==> src/rtl/pixel_scan_ctrl.sv <==
// Frame-scan sequencer: paces a raster of active/HBLANK/VBLANK ticks from the
// pixel timing generator's toggle flag and reports active pixel coordinates.
module pixel_scan_ctrl #(
    parameter int unsigned H_ACTIVE = 8,
    parameter int unsigned H_BLANK  = 2,
    parameter int unsigned V_ACTIVE = 4,
    parameter int unsigned V_BLANK  = 3,
    parameter int unsigned XW       = 8,
    parameter int unsigned YW       = 8
) (
    input  logic          clk,
    input  logic          n_rst,
    input  logic          start,
    input  logic          cont,
    input  logic          abort,
    input  logic          flag_pixel,
    output logic          pix_en,
    output logic          pixel_strobe,
    output logic [XW-1:0] px_x,
    output logic [YW-1:0] px_y,
    output logic          hblank,
    output logic          vblank,
    output logic          busy,
    output logic          frame_done
);

    localparam int unsigned BMAX = (H_BLANK > V_BLANK) ? H_BLANK : V_BLANK;
    localparam int unsigned BW   = (BMAX > 1) ? $clog2(BMAX) : 1;

    localparam logic [XW-1:0] X_LAST  = XW'(H_ACTIVE - 1);
    localparam logic [YW-1:0] Y_LAST  = YW'(V_ACTIVE - 1);
    localparam logic [BW-1:0] HB_LAST = BW'(H_BLANK - 1);
    localparam logic [BW-1:0] VB_LAST = BW'(V_BLANK - 1);

    typedef enum logic [2:0] {
        S_IDLE,
        S_ARM,
        S_ACTIVE,
        S_HBLANK,
        S_VBLANK,
        S_DONE
    } state_e;

    state_e        state_q, state_d;
    logic          flag_q;
    logic [XW-1:0] x_q, x_d;
    logic [YW-1:0] y_q, y_d;
    logic [BW-1:0] bcnt_q, bcnt_d;
    logic          strobe_q, strobe_d;
    logic [XW-1:0] px_x_q, px_x_d;
    logic [YW-1:0] px_y_q, px_y_d;
    logic          tick;

    // One generator toggle in either direction is one pixel tick.
    assign tick = flag_pixel ^ flag_q;

    always_ff @(posedge clk or negedge n_rst) begin
        if (!n_rst) begin
            state_q  <= S_IDLE;
            flag_q   <= 1'b0;
            x_q      <= '0;
            y_q      <= '0;
            bcnt_q   <= '0;
            strobe_q <= 1'b0;
            px_x_q   <= '0;
            px_y_q   <= '0;
        end else begin
            state_q  <= state_d;
            flag_q   <= flag_pixel;
            x_q      <= x_d;
            y_q      <= y_d;
            bcnt_q   <= bcnt_d;
            strobe_q <= strobe_d;
            px_x_q   <= px_x_d;
            px_y_q   <= px_y_d;
        end
    end

    always_comb begin
        state_d  = state_q;
        x_d      = x_q;
        y_d      = y_q;
        bcnt_d   = bcnt_q;
        strobe_d = 1'b0;
        px_x_d   = px_x_q;
        px_y_d   = px_y_q;

        // Abort preempts any tick handling in every busy state.
        if (abort && (state_q != S_IDLE)) begin
            state_d = S_IDLE;
        end else begin
            case (state_q)
                S_IDLE: begin
                    if (start) state_d = S_ARM;
                end
                S_ARM: begin
                    x_d     = '0;
                    y_d     = '0;
                    bcnt_d  = '0;
                    state_d = S_ACTIVE;
                end
                S_ACTIVE: begin
                    if (tick) begin
                        strobe_d = 1'b1;
                        px_x_d   = x_q;
                        px_y_d   = y_q;
                        if (x_q == X_LAST) begin
                            x_d     = '0;
                            bcnt_d  = '0;
                            state_d = S_HBLANK;
                        end else begin
                            x_d = x_q + XW'(1);
                        end
                    end
                end
                S_HBLANK: begin
                    if (tick) begin
                        if (bcnt_q != HB_LAST) begin
                            bcnt_d = bcnt_q + BW'(1);
                        end else if (y_q == Y_LAST) begin
                            y_d     = '0;
                            bcnt_d  = '0;
                            state_d = S_VBLANK;
                        end else begin
                            y_d     = y_q + YW'(1);
                            state_d = S_ACTIVE;
                        end
                    end
                end
                S_VBLANK: begin
                    if (tick) begin
                        if (bcnt_q == VB_LAST) state_d = S_DONE;
                        else                   bcnt_d  = bcnt_q + BW'(1);
                    end
                end
                S_DONE: begin
                    state_d = cont ? S_ARM : S_IDLE;
                end
                default: state_d = S_IDLE;
            endcase
        end
    end

    // Moore decodes of the state register.
    assign pix_en     = (state_q == S_ARM) || (state_q == S_ACTIVE) ||
                        (state_q == S_HBLANK) || (state_q == S_VBLANK);
    assign busy       = (state_q != S_IDLE);
    assign hblank     = (state_q == S_HBLANK);
    assign vblank     = (state_q == S_VBLANK);
    assign frame_done = (state_q == S_DONE);

    assign pixel_strobe = strobe_q;
    assign px_x         = px_x_q;
    assign px_y         = px_y_q;

endmodule

==> config.mk <==
export PLATFORM = sky130hd
export DESIGN_NAME = pixel_scan_ctrl
export DESIGN_NICKNAME = d
export VERILOG_FILES = /design/src/rtl/pixel_scan_ctrl.sv
export SDC_FILE = /design/constraint.sdc
export NUM_CORES = 1
export LEC_CHECK = 0
export CORE_MARGIN = 4
export CORE_UTILIZATION = 54
export DETAILED_ROUTE_END_ITERATION = 7
export MAX_ROUTING_LAYER = met4
export PLACE_DENSITY_LB_ADDON = 0.05
export SETUP_SLACK_MARGIN = 0.02
export SLEW_MARGIN = 20
export SYNTH_ARGS = -nofsm -noshare
export SYNTH_HDL_FRONTEND = slang
export SYNTH_SLANG_ARGS = --single-unit
==> constraint.sdc <==
create_clock -name clk -period 2.2 [get_ports clk]
set_input_delay 0.22 -clock clk [delete_from_list [all_inputs] [get_ports clk]]
set_output_delay 0.22 -clock clk [all_outputs]
set_load 0.05 [all_outputs]
# After elaboration in Yosys (flattened, before gate mapping)
# Index checks and enable logic that the tools add are counted.
[totals] reg_bits=39 out_inout_bits=22 wordCells=79
[classes] add_sub_neg=3 eq_ne=23 mux=29 n_bitwise=2 n_reduce_logical=14
[ops] operator="$mux W8" n=5
[ops] operator="$pmux W8 S2" n=2
[ops] operator="$mux W3" n=9
[ops] operator="$pmux W3 S6" n=1
[ops] operator="$add A8 B1 Y8 const B" n=2
[ops] operator="$mux W2" n=7
[ops] operator="$ne A3 B1 Y1 const B" n=4
[ops] operator="$ne A3 B3 Y1 const B" n=4
[ops] operator="$eq A8 B2 Y1 const B" n=1
[ops] operator="$eq A8 B3 Y1 const B" n=1
[ops] operator="$ne A2 B2 Y1 const B" n=4
[ops] operator="$pmux W2 S4" n=1
[ops] operator="$reduce_and A8 Y1" n=1
[ops] operator="$reduce_and A7 Y1" n=1
[ops] operator="$eq A3 B2 Y1 const B" n=2
[ops] operator="$eq A3 B3 Y1 const B" n=2
[ops] operator="$ne A2 B1 Y1 const B" n=3
[ops] operator="$reduce_and A3 Y1" n=2
[ops] operator="$mux W1" n=4
[ops] operator="$reduce_and A4 Y1" n=1
[ops] operator="$reduce_bool A2 Y1" n=2
[ops] operator="$reduce_bool A4 Y1" n=1
[ops] operator="$eq A3 B1 Y1 const B" n=1
[ops] operator="$logic_not A3 Y1" n=1
[ops] operator="other kinds (7)" n=9

# Longest topological paths before layout
[logic_depth] ltp_word=6 mapped_depth=8 ltp_nobuf=6

# Least setup slack after synthesis
# Ideal clock, no wire load.
[synth_timing] path_kind="flip-flop to flip-flop" from="register state_q[0]" to="register bcnt_q[0]" setup_time_ps=125 arrival_time_ps=2132 t_required_ps=2075 setup_slack_ps=-56 path_stages_with_launch=8 path_buffers=1 period_less_slack_ps=2256 path_cell_list="dfrtp_1 > buf_6 > nor2_1 > nand2_1 > inv_1 > nand3b_1 > a2111oi_2 > mux2_2"
[synth_between] word_cells_on_any_way=16
[synth_rtl] item="start: declaration" line="44" text="state_e state_q, state_d;"
[synth_rtl] item="start signal: assignment" line="68" text="state_q <= state_d;"
[synth_rtl] item="$eq A3 B3 Y1 *"
[synth_rtl] item="via vblank" line="22" text="output logic vblank,"
[synth_rtl] item="$ne A2 B2 Y1 (no source line), or another cell as far along"
[synth_rtl] item="$reduce_and A8 Y1 (no source line)"
[synth_rtl] item="end signal: assignment" line="72" text="bcnt_q <= bcnt_d;"
[synth_rtl] item="end: declaration" line="48" text="logic [BW-1:0] bcnt_q, bcnt_d;"
# Mark *: on every way through the listed nets, which the timed path passes. The rest lies on a longest branch.
# A chain may end at the register's enable or synchronous reset.

# Final worst setup path
[layout_timing] from="register state_q[0]" to="output port busy"
[layout_between] elab_chain_cells=1
[layout_lines] item="$reduce_bool A3 Y1" line="147" text="assign busy = (state_q != S_IDLE);"
[layout_lines] item="end: declaration" line="23" text="output logic busy,"
# No other way between the ends.

==> impl_metrics.tcl <==
set metrics [dict create \
    tns_ns 0 \
    final-hold-violation-count 0 \
    synth_top_cells_by_area "dfrtp_1 (47%), mux2_2 (8.7%), o21ai_0 (4.3%), o31ai_1 (2.5%), ha_1 (2.4%)" \
    clock.fmax_ghz 0.471 \
    n_antenna_cell 0 \
    grt_antenna_before_repair 0 \
    layout-drive-gt1-share_pct 23.4 \
    p_leak_nw 1.18 \
    drtIter0Drc 191 \
    final_net_count 253 \
    detail_route.wl_per_cell_um 16.0 \
    setup.worst_path.start "state_q[0]" \
    power.density_cell_area_mw_per_mm2 917 \
    clock_tree_root_buffer_cell "clkbuf_8" \
    place.detailed.hpwl_mm 3.31 \
    dieHeight_um 70.1 \
    netSwitchingFraction_pct 37.6 \
    fillerInstances 281 \
    die_width_um 70.1 \
    async_reset_ff_share_pct 100 \
    yosysUniqueCellTypes 47 \
    synthToLayoutAreaGrowth_pct 24.5 \
    switchingPower_w 0.000892 \
    cell_type_with_the_highest_aggregate_area_in_the_netlist "dfrtp_1" \
    cts_resized 0 \
    post-cts-setup-buffers 0 \
    numCtsBuffers 5 \
    p_int_w 0.00148 \
    crit_arrival_ns 1.90 \
    path_max_fanout 10 \
    grt_usage_pct 21.1 \
    post-route-period-util_pct 96.4 \
    p_clk_share_pct 25.0 \
    place_congestion 0.906 \
    drt_wl_total_mm 4.68 \
    cp_cell_sequence "or3_1, clkdlybuf4s50_1" \
    cts_tree "built" \
    result_of_the_run "finished, final reports clean" \
    maximum_number_of_pins_on_one_net_before_global_route_repair 40 \
    comb_power_share_pct 38.9 \
    core_area_mm2 0.00369 \
    synth-main-ff-cell "dfrtp_1" \
    synth-seq-area-share_pct 46.9 \
    max_slew.worst_pin.slew_ns 0.840 \
    worst_hold_slack_ns 0.0276 \
    share_seq_of_total_power_pct 36.0 \
    fin_skew_ns 0.00806 \
    htree_num_levels 2 \
    critical_path.endpoint_type "output pin" \
    total_power_w 0.00237 \
    design_area_mm2 0.00259 \
    clkTransAtPathRegs_ns 0.08 \
    clock_latency_ns 0.29 \
    globalRoute.totalOverflow 0 \
    number_of_flops_mapped_to_enable_cells_by_yosys 0 \
    slowest_delay_ns 0.71 \
    placed_cell_area_mm2 0.00247 \
    post-synth-top-area-fraction_pct 46.9 \
    slew_viol_final 0 \
    grt_pass1_wl_mm 8.20 \
    ys_seq_elements 39 \
    slowest_stage_cell_crit_path "clkdlybuf4s50_1" \
    yosysWarnings 0 \
    grt_setup_unrepaired "no" \
    power.ir.vdd_worst_v 0.000627 \
    detailedRoute.firstPassIterationCount 4 \
    setup_cp_type "flop to output pin" \
    clk_sinks 39 \
    worst_ep_required_time_ns 1.98 \
    setup_violations 0 \
    cts_max_path_buffers 2 \
    holdCritPathClass "input pin to async pin" \
    std_cell_rows 22 \
    drc_errors 0 \
    first_global_vias 1721 \
    design.die.area_mm2 0.00491 \
    postCtsHoldBufs 0 \
    placement.io_buffers 27 \
    routed_via_density 5.98 \
    initial_core_utilization_pct 56.4 \
    finish.utilization_pct 70.2 \
    cap_violations 0 \
    critPathLaunchType "flop" \
    final_critical_path_time_including_i_o_delays_and_setup_ns 2.12 \
    count_of_mapped_cells_out_of_synthesis 201 \
    route.vias.total 1745 \
    synth_area_mm2 0.00208 \
    timing.max_slew.rel_slack_pct 44.0 \
    post_synth.cell_area_avg_um2 10.3 \
    syn_nets 211 \
    r2r_start "state_q[1]" \
    io_pins 28 \
    drtAntennaViolNets 0 \
]
==> power by group through the flow <==
| stage | clock, W | combinational, W | sequential, W |
|---|---|---|---|
| floorplan | 0 | 0.000601 | 0.000936 |
| global placement | 0 | 0.000908 | 0.000861 |
| detailed placement | 0 | 0.000920 | 0.000867 |
| CTS | 0.000610 | 0.000926 | 0.000853 |
| global route | 0.000640 | 0.000991 | 0.000866 |
| finish | 0.000594 | 0.000923 | 0.000855 |
==> state kept, by name (all words and copies together), names as in the netlist <==
name / count
pixel_strobe: 1
px_y: 8
flag_q: 1
state_q: 3
y_q: 8
bcnt_q: 2
px_x: 8
x_q: 8
==> critical path: cells and delay by family (launching register included) <==
kind / cells / cell delay (ns)
flip-flops: 1 / 0.48
AND/OR/NAND/NOR: 1 / 0.42
buffers and inverters: 1 / 0.71
==> cells in the mapped netlist (2+ instances only) <==
cell and count:
or2_2 3, nor2_1 5, mux2_2 16, mux2i_1 2
nand4_1 2, or3_1 3, ha_1 4, nand3b_1 4
buf_4 2, a211oi_1 5, inv_1 12, dfrtp_1 39
a31oi_1 3, o31ai_1 7, nor3_1 4, clkbuf_1 5
buf_6 3, and3_1 6, o41ai_1 2, a21oi_1 8
xnor2_1 3, nand2_1 13, o21ai_0 18, nand2b_1 2
and2_1 2, nand3_1 7
==> cell families after synthesis <==
| group | share of synthesized area [%] |
|---|---|
| AOI/OAI and AO/OA | 18.1 |
| xor gates and xnor gates | 1.69 |
| adders and majority gates | 2.41 |
| buffers and inverters | 5.41 |
| DFF | 46.9 |
| muxes | 9.63 |
| and+or+nand+nor | 15.9 |
==> routing by layer <==
metal / GRT usage [%] / share of wire (%) / vias up
met5: - / 0 / -
met3: 4.46 / 5.3 / 9
met1: 26.7 / 44 / 850
met4: 7.02 / 1.9 / 0
li1: - / - / 827
met2: 33.8 / 49 / 59
==> cell usage in the layout, fill, tap and decap left out, drive strengths merged, types with 7 or more instances in the layout <==
| master | n |
|---|---|
| a21oi | 8 |
| buf | 22 |
| clkdlybuf4s50 | 23 |
| dfrtp | 39 |
| inv | 11 |
| mux2 | 16 |
| nand2 | 13 |
| nand3 | 7 |
| o21ai | 18 |
| o31ai | 7 |
==> layout make-up <==
type	instances	area (um^2)	area share [%]
multi-input cells	140	997	38.5
flip-flops and latches	39	977	37.7
repair buffers	45	393	15.2
clock buffers	5	68.8	2.66
well taps	48	60.1	2.32
inverters	12	48.8	1.88
clock inverters	3	43.8	1.69
==> path summary, 6_finish.rpt <==
path	cells past startpoint	slack [ns]	end
setup / recovery	2	0.08	busy
hold / removal	1	0.03	x_q[7]
setup reg to reg	5	0.13	x_q[6]
hold reg to reg	2	0.49	px_y[7]
max in group asynchronous	1	1.60	state_q[1]
min in group clk	1	0.47	flag_q
==> per-stage QoR <==
stage / setup slack (ns) / std cells
2_1_floorplan: 0.0332 / 201
3_3_place_gp: 0.0891 / 284
3_5_place_dp: -0.000173 / 284
4_1_cts: 0.0734 / 292
5_1_grt: 0.0272 / 292
6_report: 0.0789 / 292
Note: power is estimated with default switching activity, not from simulation.
